==> config.mk <==
export PLATFORM = sky130hd
export DESIGN_NAME = i2s_receiver
export DESIGN_NICKNAME = d
export VERILOG_FILES = /design/src/rtl/audvid_pkg.sv /design/src/rtl/audio_fifo.sv /design/src/rtl/i2s_receiver.sv
export SDC_FILE = /design/constraint.sdc
export NUM_CORES = 1
export LEC_CHECK = 0
export CORE_UTILIZATION = 60
export DETAILED_ROUTE_END_ITERATION = 10
export GPL_TIMING_DRIVEN = 0
export PLACE_DENSITY = 0.81
export REMOVE_ABC_BUFFERS = 1
export SYNTH_ARGS = -nofsm -noshare
export SYNTH_HDL_FRONTEND = slang
export SYNTH_SLANG_ARGS = --single-unit
export TNS_END_PERCENT = 50
==> constraint.sdc <==
create_clock -name CLK -period 5.9 [get_ports CLK]
set_input_delay 0.59 -clock CLK [delete_from_list [all_inputs] [get_ports CLK]]
set_output_delay 0.59 -clock CLK [all_outputs]
set_load 0.005 [all_outputs]
==> src/rtl/audvid_pkg.sv <==
// Shared audio/video constants: default I2S word/FIFO sizes and receiver FSM encodings.
package audvid_pkg;

    localparam int SAMPLE_WIDTH_DEF = 16;
    localparam int FIFO_DEPTH_DEF   = 8;

    // Bit counter saturates at 31, so five bits are enough for any legal word.
    localparam int BIT_CNT_W = 5;

    localparam logic [1:0] ST_SYNC  = 2'd0;
    localparam logic [1:0] ST_LEFT  = 2'd1;
    localparam logic [1:0] ST_RIGHT = 2'd2;

endpackage

==> src/rtl/audio_fifo.sv <==
// First-word-fall-through frame FIFO; a push while full is accepted only if a pop frees a slot.
module audio_fifo #(
    parameter int WIDTH = 32,
    parameter int DEPTH = 8
) (
    input  logic                      clk,
    input  logic                      rst_n,
    input  logic                      push,
    input  logic                      pop,
    input  logic [WIDTH-1:0]          wr_data,
    output logic [WIDTH-1:0]          rd_data,
    output logic                      full,
    output logic                      empty,
    output logic [$clog2(DEPTH):0]    count
);

    localparam int AW = $clog2(DEPTH);
    localparam int CW = AW + 1;

    logic [WIDTH-1:0] mem [DEPTH];
    logic [AW-1:0]    wr_ptr;
    logic [AW-1:0]    rd_ptr;
    logic             do_push;
    logic             do_pop;

    assign empty   = (count == '0);
    assign full    = (count == CW'(DEPTH));
    assign do_pop  = pop & ~empty;
    assign do_push = push & (~full | do_pop);
    assign rd_data = empty ? '0 : mem[rd_ptr];

    // NOTE: the storage array is deliberately not reset; the pointers and count define validity.
    always_ff @(posedge clk) begin
        if (do_push) begin
            mem[wr_ptr] <= wr_data;
        end
    end

    always_ff @(posedge clk or negedge rst_n) begin
        if (!rst_n) begin
            wr_ptr <= '0;
            rd_ptr <= '0;
            count  <= '0;
        end else begin
            if (do_push) begin
                wr_ptr <= wr_ptr + AW'(1);
            end
            if (do_pop) begin
                rd_ptr <= rd_ptr + AW'(1);
            end
            count <= count + CW'(do_push) - CW'(do_pop);
        end
    end

endmodule

==> src/rtl/i2s_receiver.sv <==
// Philips I2S receiver: synchronizes the serial bus, deserializes left/right words and queues stereo frames.
module i2s_receiver
    import audvid_pkg::*;
#(
    parameter int SAMPLE_WIDTH = SAMPLE_WIDTH_DEF,
    parameter int FIFO_DEPTH   = FIFO_DEPTH_DEF
) (
    input  logic                          CLK,
    input  logic                          Reset,
    input  logic                          I2S_CLK,
    input  logic                          I2S_WS,
    input  logic                          I2S_DATA,
    output logic [2*SAMPLE_WIDTH-1:0]     OutputData,
    output logic                          DataValid,
    input  logic                          DataRead,
    output logic [$clog2(FIFO_DEPTH):0]   FifoCount,
    output logic                          Overflow,
    output logic                          FrameError,
    input  logic                          ClearFlags
);

    logic [1:0]              clk_sync;
    logic [1:0]              ws_sync;
    logic [1:0]              sd_sync;
    logic                    clk_prev;
    logic                    ws_prev;
    logic [SAMPLE_WIDTH-1:0] shift_reg;
    logic [SAMPLE_WIDTH-1:0] left_word;
    logic [BIT_CNT_W-1:0]    bit_cnt;
    logic [1:0]              state;
    logic [1:0]              state_next;

    logic                    bit_rise;
    logic                    ws;
    logic                    sd;
    logic                    word_end;
    logic                    len_ok;
    logic [SAMPLE_WIDTH-1:0] word;
    logic                    push;
    logic                    latch_left;
    logic                    frame_err;
    logic                    fifo_full;
    logic                    fifo_empty;
    logic                    overflow_evt;

    assign bit_rise = clk_sync[1] & ~clk_prev;
    assign ws       = ws_sync[1];
    assign sd       = sd_sync[1];
    assign word_end = bit_rise & (ws != ws_prev);
    assign word     = {shift_reg[SAMPLE_WIDTH-2:0], sd};
    assign len_ok   = (bit_cnt == BIT_CNT_W'(SAMPLE_WIDTH - 1));

    always_ff @(posedge CLK or negedge Reset) begin
        if (!Reset) begin
            clk_sync  <= '0;
            ws_sync   <= '0;
            sd_sync   <= '0;
            clk_prev  <= 1'b0;
            ws_prev   <= 1'b0;
            shift_reg <= '0;
            bit_cnt   <= '0;
        end else begin
            clk_sync <= {clk_sync[0], I2S_CLK};
            ws_sync  <= {ws_sync[0], I2S_WS};
            sd_sync  <= {sd_sync[0], I2S_DATA};
            clk_prev <= clk_sync[1];
            if (bit_rise) begin
                ws_prev   <= ws;
                shift_reg <= word;
                if (word_end) begin
                    bit_cnt <= '0;
                end else if (bit_cnt != '1) begin
                    bit_cnt <= bit_cnt + BIT_CNT_W'(1);
                end
            end
        end
    end

    // Length errors are only meaningful once aligned; SYNC ignores the partial words it skips.
    // NOTE: every output of this block gets a default first so no latch is inferred.
    always_comb begin
        state_next = state;
        push       = 1'b0;
        latch_left = 1'b0;
        frame_err  = 1'b0;
        if (word_end) begin
            case (state)
                ST_LEFT: begin
                    if (!len_ok) begin
                        frame_err  = 1'b1;
                        state_next = ST_SYNC;
                    end else if (ws) begin
                        latch_left = 1'b1;
                        state_next = ST_RIGHT;
                    end
                end
                ST_RIGHT: begin
                    if (!len_ok) begin
                        frame_err  = 1'b1;
                        state_next = ST_SYNC;
                    end else if (!ws) begin
                        push       = 1'b1;
                        state_next = ST_LEFT;
                    end
                end
                default: begin
                    if (!ws) begin
                        state_next = ST_LEFT;
                    end
                end
            endcase
        end
    end

    assign overflow_evt = push & fifo_full & ~(DataRead & ~fifo_empty);

    always_ff @(posedge CLK or negedge Reset) begin
        if (!Reset) begin
            state      <= ST_SYNC;
            left_word  <= '0;
            Overflow   <= 1'b0;
            FrameError <= 1'b0;
        end else begin
            state <= state_next;
            if (latch_left) begin
                left_word <= word;
            end
            if (overflow_evt) begin
                Overflow <= 1'b1;
            end else if (ClearFlags) begin
                Overflow <= 1'b0;
            end
            if (frame_err) begin
                FrameError <= 1'b1;
            end else if (ClearFlags) begin
                FrameError <= 1'b0;
            end
        end
    end

    audio_fifo #(
        .WIDTH (2 * SAMPLE_WIDTH),
        .DEPTH (FIFO_DEPTH)
    ) u_fifo (
        .clk     (CLK),
        .rst_n   (Reset),
        .push    (push),
        .pop     (DataRead),
        .wr_data ({left_word, word}),
        .rd_data (OutputData),
        .full    (fifo_full),
        .empty   (fifo_empty),
        .count   (FifoCount)
    );

    assign DataValid = ~fifo_empty;

endmodule

Word-level counts from Yosys, hierarchy flattened:

Memory sizes are Yosys's and may differ from the RTL's.
Index checks and enable logic that the tools add are counted.
Widths: inputs -> output; s select.

* output and inout port bits: 39
* register bits after elaboration: 58
* input port bits: 7
* logic and storage cells: 69
* memory bits (writable): 256
* memories kept: 1

Memories
* u_fifo.mem: words 8, width 32, read ports 1, clocked after Yosys merged registers in 0, wr ports 1, RTL line audio_fifo.sv:20 `logic [WIDTH-1:0] mem [DEPTH];`

* $add $sub $neg: 5
* reductions and logical operators: 7
* bitwise gates (word level): 11
* equality and inequality tests: 7
* muxes and demuxes: 24

Operators with widths (number)
* $mux 32: 1
* $mux 1: 16
* $mux 5: 2
* $mux 2: 4
* $add 3x1->3 const B: 2
* $and 1x1->1: 6
* $reduce_bool 2->1: 3
* $add 5x1->5 const B: 1
* $eq 5x4->1 const B: 1
* $ne 5x5->1 const B: 1
* $add 4x1->4: 1
* $eq 4x4->1 const B: 1
* $logic_not 4->1: 1
* $not 1->1: 4
* $pmux 2 s2: 1
* $reduce_and 2->1: 2
* $sub 4x1->4: 1
* $ne 3x3->1 const B: 1
* $eq 2x1->1 const B: 1
* $eq 2x2->1 const B: 1
* $reduce_or 2->1: 1
* $ne 1x1->1: 1
* $or 1x1->1: 1

Logic depth before layout (Yosys ltp):

* depth after elaboration: 7
* mapped depth: 11
* depth with buffers taken out: 11

Modules after synthesis:

A second synthesis with hierarchy kept.

* cells, all modules: 593
* area, all modules: 12172.9 µm²

Modules (own cells, without submodules)
* audio_fifo: area each 10193.5 µm², times used 1, seq. area each 7937.6 µm², cells an instance 433
* i2s_receiver: area each 1979.4 µm², times used 1, seq. area each 1201.2 µm², cells an instance 160

Worst setup path after synthesis:

OpenSTA, ideal clock, no wires.

* kind: reg-to-reg
* start point: reg bit_cnt[0]
* end point: mem u_fifo.mem[1][0] (enable)
* data arrival time: 3.770 ns
* path buffers: 0
* setup time: 0.461 ns
* cell stages (with the launch flop): 8
* period minus slack after synthesis: 4.231 ns
* slack: 1.669 ns
* data required time: 5.439 ns
* cells stage by stage: dfrtp_1 > ha_1 > and3_1 > ha_1 > nand4b_1 > a311oi_4 > nand2_1 > nor3_1

* word-level cells in the longest chain between the ends: 7

RTL lines
* start, declared: RTL line i2s_receiver.sv:29 `logic [BIT_CNT_W-1:0] bit_cnt;`
* start signal, assigned: RTL line i2s_receiver.sv:73 `bit_cnt <= bit_cnt + BIT_CNT_W'(1);`
* $eq 5x4->1: RTL line i2s_receiver.sv:51 `assign len_ok = (bit_cnt == BIT_CNT_W'(SAMPLE_WIDTH - 1));`
* $mux 1: RTL line i2s_receiver.sv:98 `if (!len_ok) begin`
* $mux 1: RTL line i2s_receiver.sv:87 `case (state)`
* $mux 1: RTL line i2s_receiver.sv:86 `if (word_end) begin`
* $and 1x1->1: RTL line audio_fifo.sv:29 `assign do_push = push & (~full | do_pop);`
* net u_fifo.do_push: RTL line audio_fifo.sv:23 `logic do_push;`
* $mux 1: RTL line audio_fifo.sv:34 `if (do_push) begin`
* $mux 1 (implied by the code): RTL line audio_fifo.sv:35 `mem[wr_ptr] <= wr_data;`
* end, declared: RTL line audio_fifo.sv:20

The timed path passes the listed nets, and every way through them passes these cells.

Final worst setup path:

* start point: reg u_fifo.count[2]
* end point: out OutputData[22]

* word-level cells in the longest chain between the ends: 2

RTL lines
* start, declared: RTL line audio_fifo.sv:14 `output logic [$clog2(DEPTH):0] count`
* start signal, assigned: RTL line audio_fifo.sv:51 `count <= count + CW'(do_push) - CW'(do_pop);`
* $logic_not 4->1: RTL line audio_fifo.sv:26 `assign empty = (count == '0);`
* $mux 32: RTL line audio_fifo.sv:30 `assign rd_data = empty ? '0 : mem[rd_ptr];`
* end, declared: RTL line i2s_receiver.sv:13 `output logic [2*SAMPLE_WIDTH-1:0] OutputData,`

No other way between the ends.

==> metrics.md <==
| Metric | Value |
|---|---|
| Antenna-violating nets left | `0` |
| Final Worst Setup Slack | `2.24 ns` |
| Top FF cell, synth | `edfxtp_1` |
| Worst Setup End Kind | `primary output` |
| Gpl congestion | `0.709` |
| Crit path required time | `5.31 ns` |
| Worst skew pair latency | `0.55 ns` |
| Antenna cells | `0` |
| Drt drc | `0` |
| Post-synth top area cell | `edfxtp_1` |
| Synth unique cells | `between 40 and 50` |
| GRT overflow | `0` |
| Dpl ws | `~2.5 ns` |
| Root Driver | `clkbuf_16` |
| Vert. Die Dim | `144 um` |
| Worst-case clock buffer depth | `3` |
| Worst vdd ir | `0.367 mV` |
| Cts-stage hold buffer count | `0` |
| DR vias | `5888` |
| Initial Util | `61.7%` |
| Syn_area_per_cell | `20.2 sq um` |
| Max cap viols | `0` |
| Post-synth ARST share | `18.5%` |
| CTS clk-pin slew, worst paths | `approximately 0.06 ns` |
| Aggregate routed wire length | `23400 um` |
| Register area share after synthesis | `75.6%` |
| Worst r2r src | `bit_cnt[0]` |
| Setup repair bufs after CTS | `0` |
| Kind of critical path | `reg -> out` |
| Crit path time final | `3.66 ns` |
| Syn Inst Count | `598` |
| TritonCTS clock tree | `done` |
| Layout cells sized above 1 | `22.2%` |
| Critical path data arrival time | `approximately 3.1 ns` |
| Most common cell in the netlist | `edfxtp_1` |
| # IOs | `46` |
| Final period util | `62.1%` |
| Cts repair resizes | `0` |
| Via density | `6.17` |
| Placed Cells | `899` |
| Core area | `19600 sq um` |
| CTS H-tree depth | `1` |
| RSZ-0062 raised after global routing | `false` |
| #FFs+latches synth | `314` |
| EDFF count, synth | `~260` |
| Setup Viol. Count Final | `0` |
| Initial antenna violation count | `0` |
| DIE WIDTH | `144 um` |
| First-pass GRT wire length | `35400 um` |
| Startpoint types | `flop` |
| Top post-synthesis cells by area | `edfxtp_1 (64%), dfrtp_1 (12%), mux4_2 (12%)` |
| Hold Crit Class | `in -> async` |
| Pleak | `4.97 nW` |
| Worst slew pin tran | `1.23 ns` |
| Synth top cells by count | `edfxtp_1 (256), mux4_2 (64), dfrtp_1 (58), nand2_1 (58), a22o_1 (32)` |
| Crit path max fanout | `32` |
| Post-route insts no fill | `around 950` |
| Status | `completed` |
| Clock Sinks | `between 300 and 400` |
| Core Rows | `51` |
| Top-area cell type share of the netlist area | `63.6%` |
| Final Net Count | `687` |
| Post-synthesis cell area | `roughly 12000 sq um` |
| Worst slew margin | `17.9%` |
| Post-DP HPWL | `~13000 um` |
| Initial DRC Count | `between 400 and 500` |
| Max reg flops | `256` |
| All-layer global routing usage | `a little under a quarter` |
| Max-slew violation count | `0` |
| PwrDens | `about 440 nW/um^2` |
| Die Area | `~21000 sq um` |
| TritonCTS buffer count | `30` |
| DR pass1 iterations | `5` |
| Final Hold Fails | `0` |
| WL per Instance | `roughly 24 um` |
| Setup crit start | `u_fifo.count[2]` |
| IO buf count | `45` |
| Final setup skew | `0.00760 ns` |
| Fmax | `roughly 0.27 GHz` |
| Post-route total power | `0.00625 W` |
| Final Hold Slack | `0.142 ns` |
| Yosys warns | `0` |
| Fin util | `72.0%` |
| Vias in the first global route | `6297` |
| Synth-to-Final Area Change | `16.7%` |
| Largest net degree at the start of global routing | `65` |
==> per-stage QoR <==
step | instance area (sq um) | setup TNS [ns]
finish | 14100 | 0
CTS | 14100 | 0
global route | 14100 | 0
detailed placement | 13100 | 0
global placement | 12700 | -55.64
floorplan | 11900 | 0
==> cell families (layout without fill, tap and decap cells) <==
group	count (synthesis)	in the layout	synth area share [%]
fa+ha+maj	14	14	1.51
buf+inv	41	132	1.78
flops	314	314	75.6
mux	82	82	13.6
compound gates	49	49	3.40
xor+xnor	9	9	0.652
simple gates	89	89	3.40
==> final cells by class <==
type	count	area, sq um
inverters	15	56.3
clock inverters	9	120
fillers	1147	5490
flip-flops and latches	314	9150
multi-input cells	243	2800
repair buffers	62	756
clock buffers	46	892
well taps	265	332
==> power by group <==
group	switching, W	internal (W)	total, W
sequential	0.000166	0.00249	0.00265
combinational	0.000665	0.00100	0.00167
clock	0.000769	0.00117	0.00193
==> critical path, cell delays in order, from the launching register on <==
cell             delay, ns
dfrtp_1               0.36
inv_1                 0.08
ha_1                  0.26
nand2_1               0.15
and2_2                0.79
a22o_1                0.35
clkdlybuf4s50_1       0.53
==> path summary, 6_finish.rpt <==
check,to,slack (ns),cells past startpoint
min reg2reg,clk_sync[1],0.36,0
min in group CLK,clk_sync[1],0.36,0
max,OutputData[22],2.24,6
max reg2reg,u_fifo.mem[0][13],2.48,9
min,left_word[4],0.14,1
max in group asynchronous,u_fifo.rd_ptr[1],5.12,1
==> layout by cell type, fill, tap and decap left out, types with 8 or more instances in the layout <==
master           count
ha_1                13
clkbuf_16           31
edfxtp_1           256
mux2_1              10
buf_6                8
clkdlybuf4s50_1     44
a22o_1              32
inv_1               14
dfrtp_1             56
nand2_1             58
clkbuf_1             9
mux2_2               8
mux4_2              64
==> routing by layer <==
metal	vias up	global-route usage [%]	wire, um
met3	39	3.47	1260
met1	3121	31.7	9410
li1	2520	-	-
met2	208	40.9	12300
met4	0	7.39	395
met5	-	0	0
Note: power is estimated with default switching activity, not from simulation.
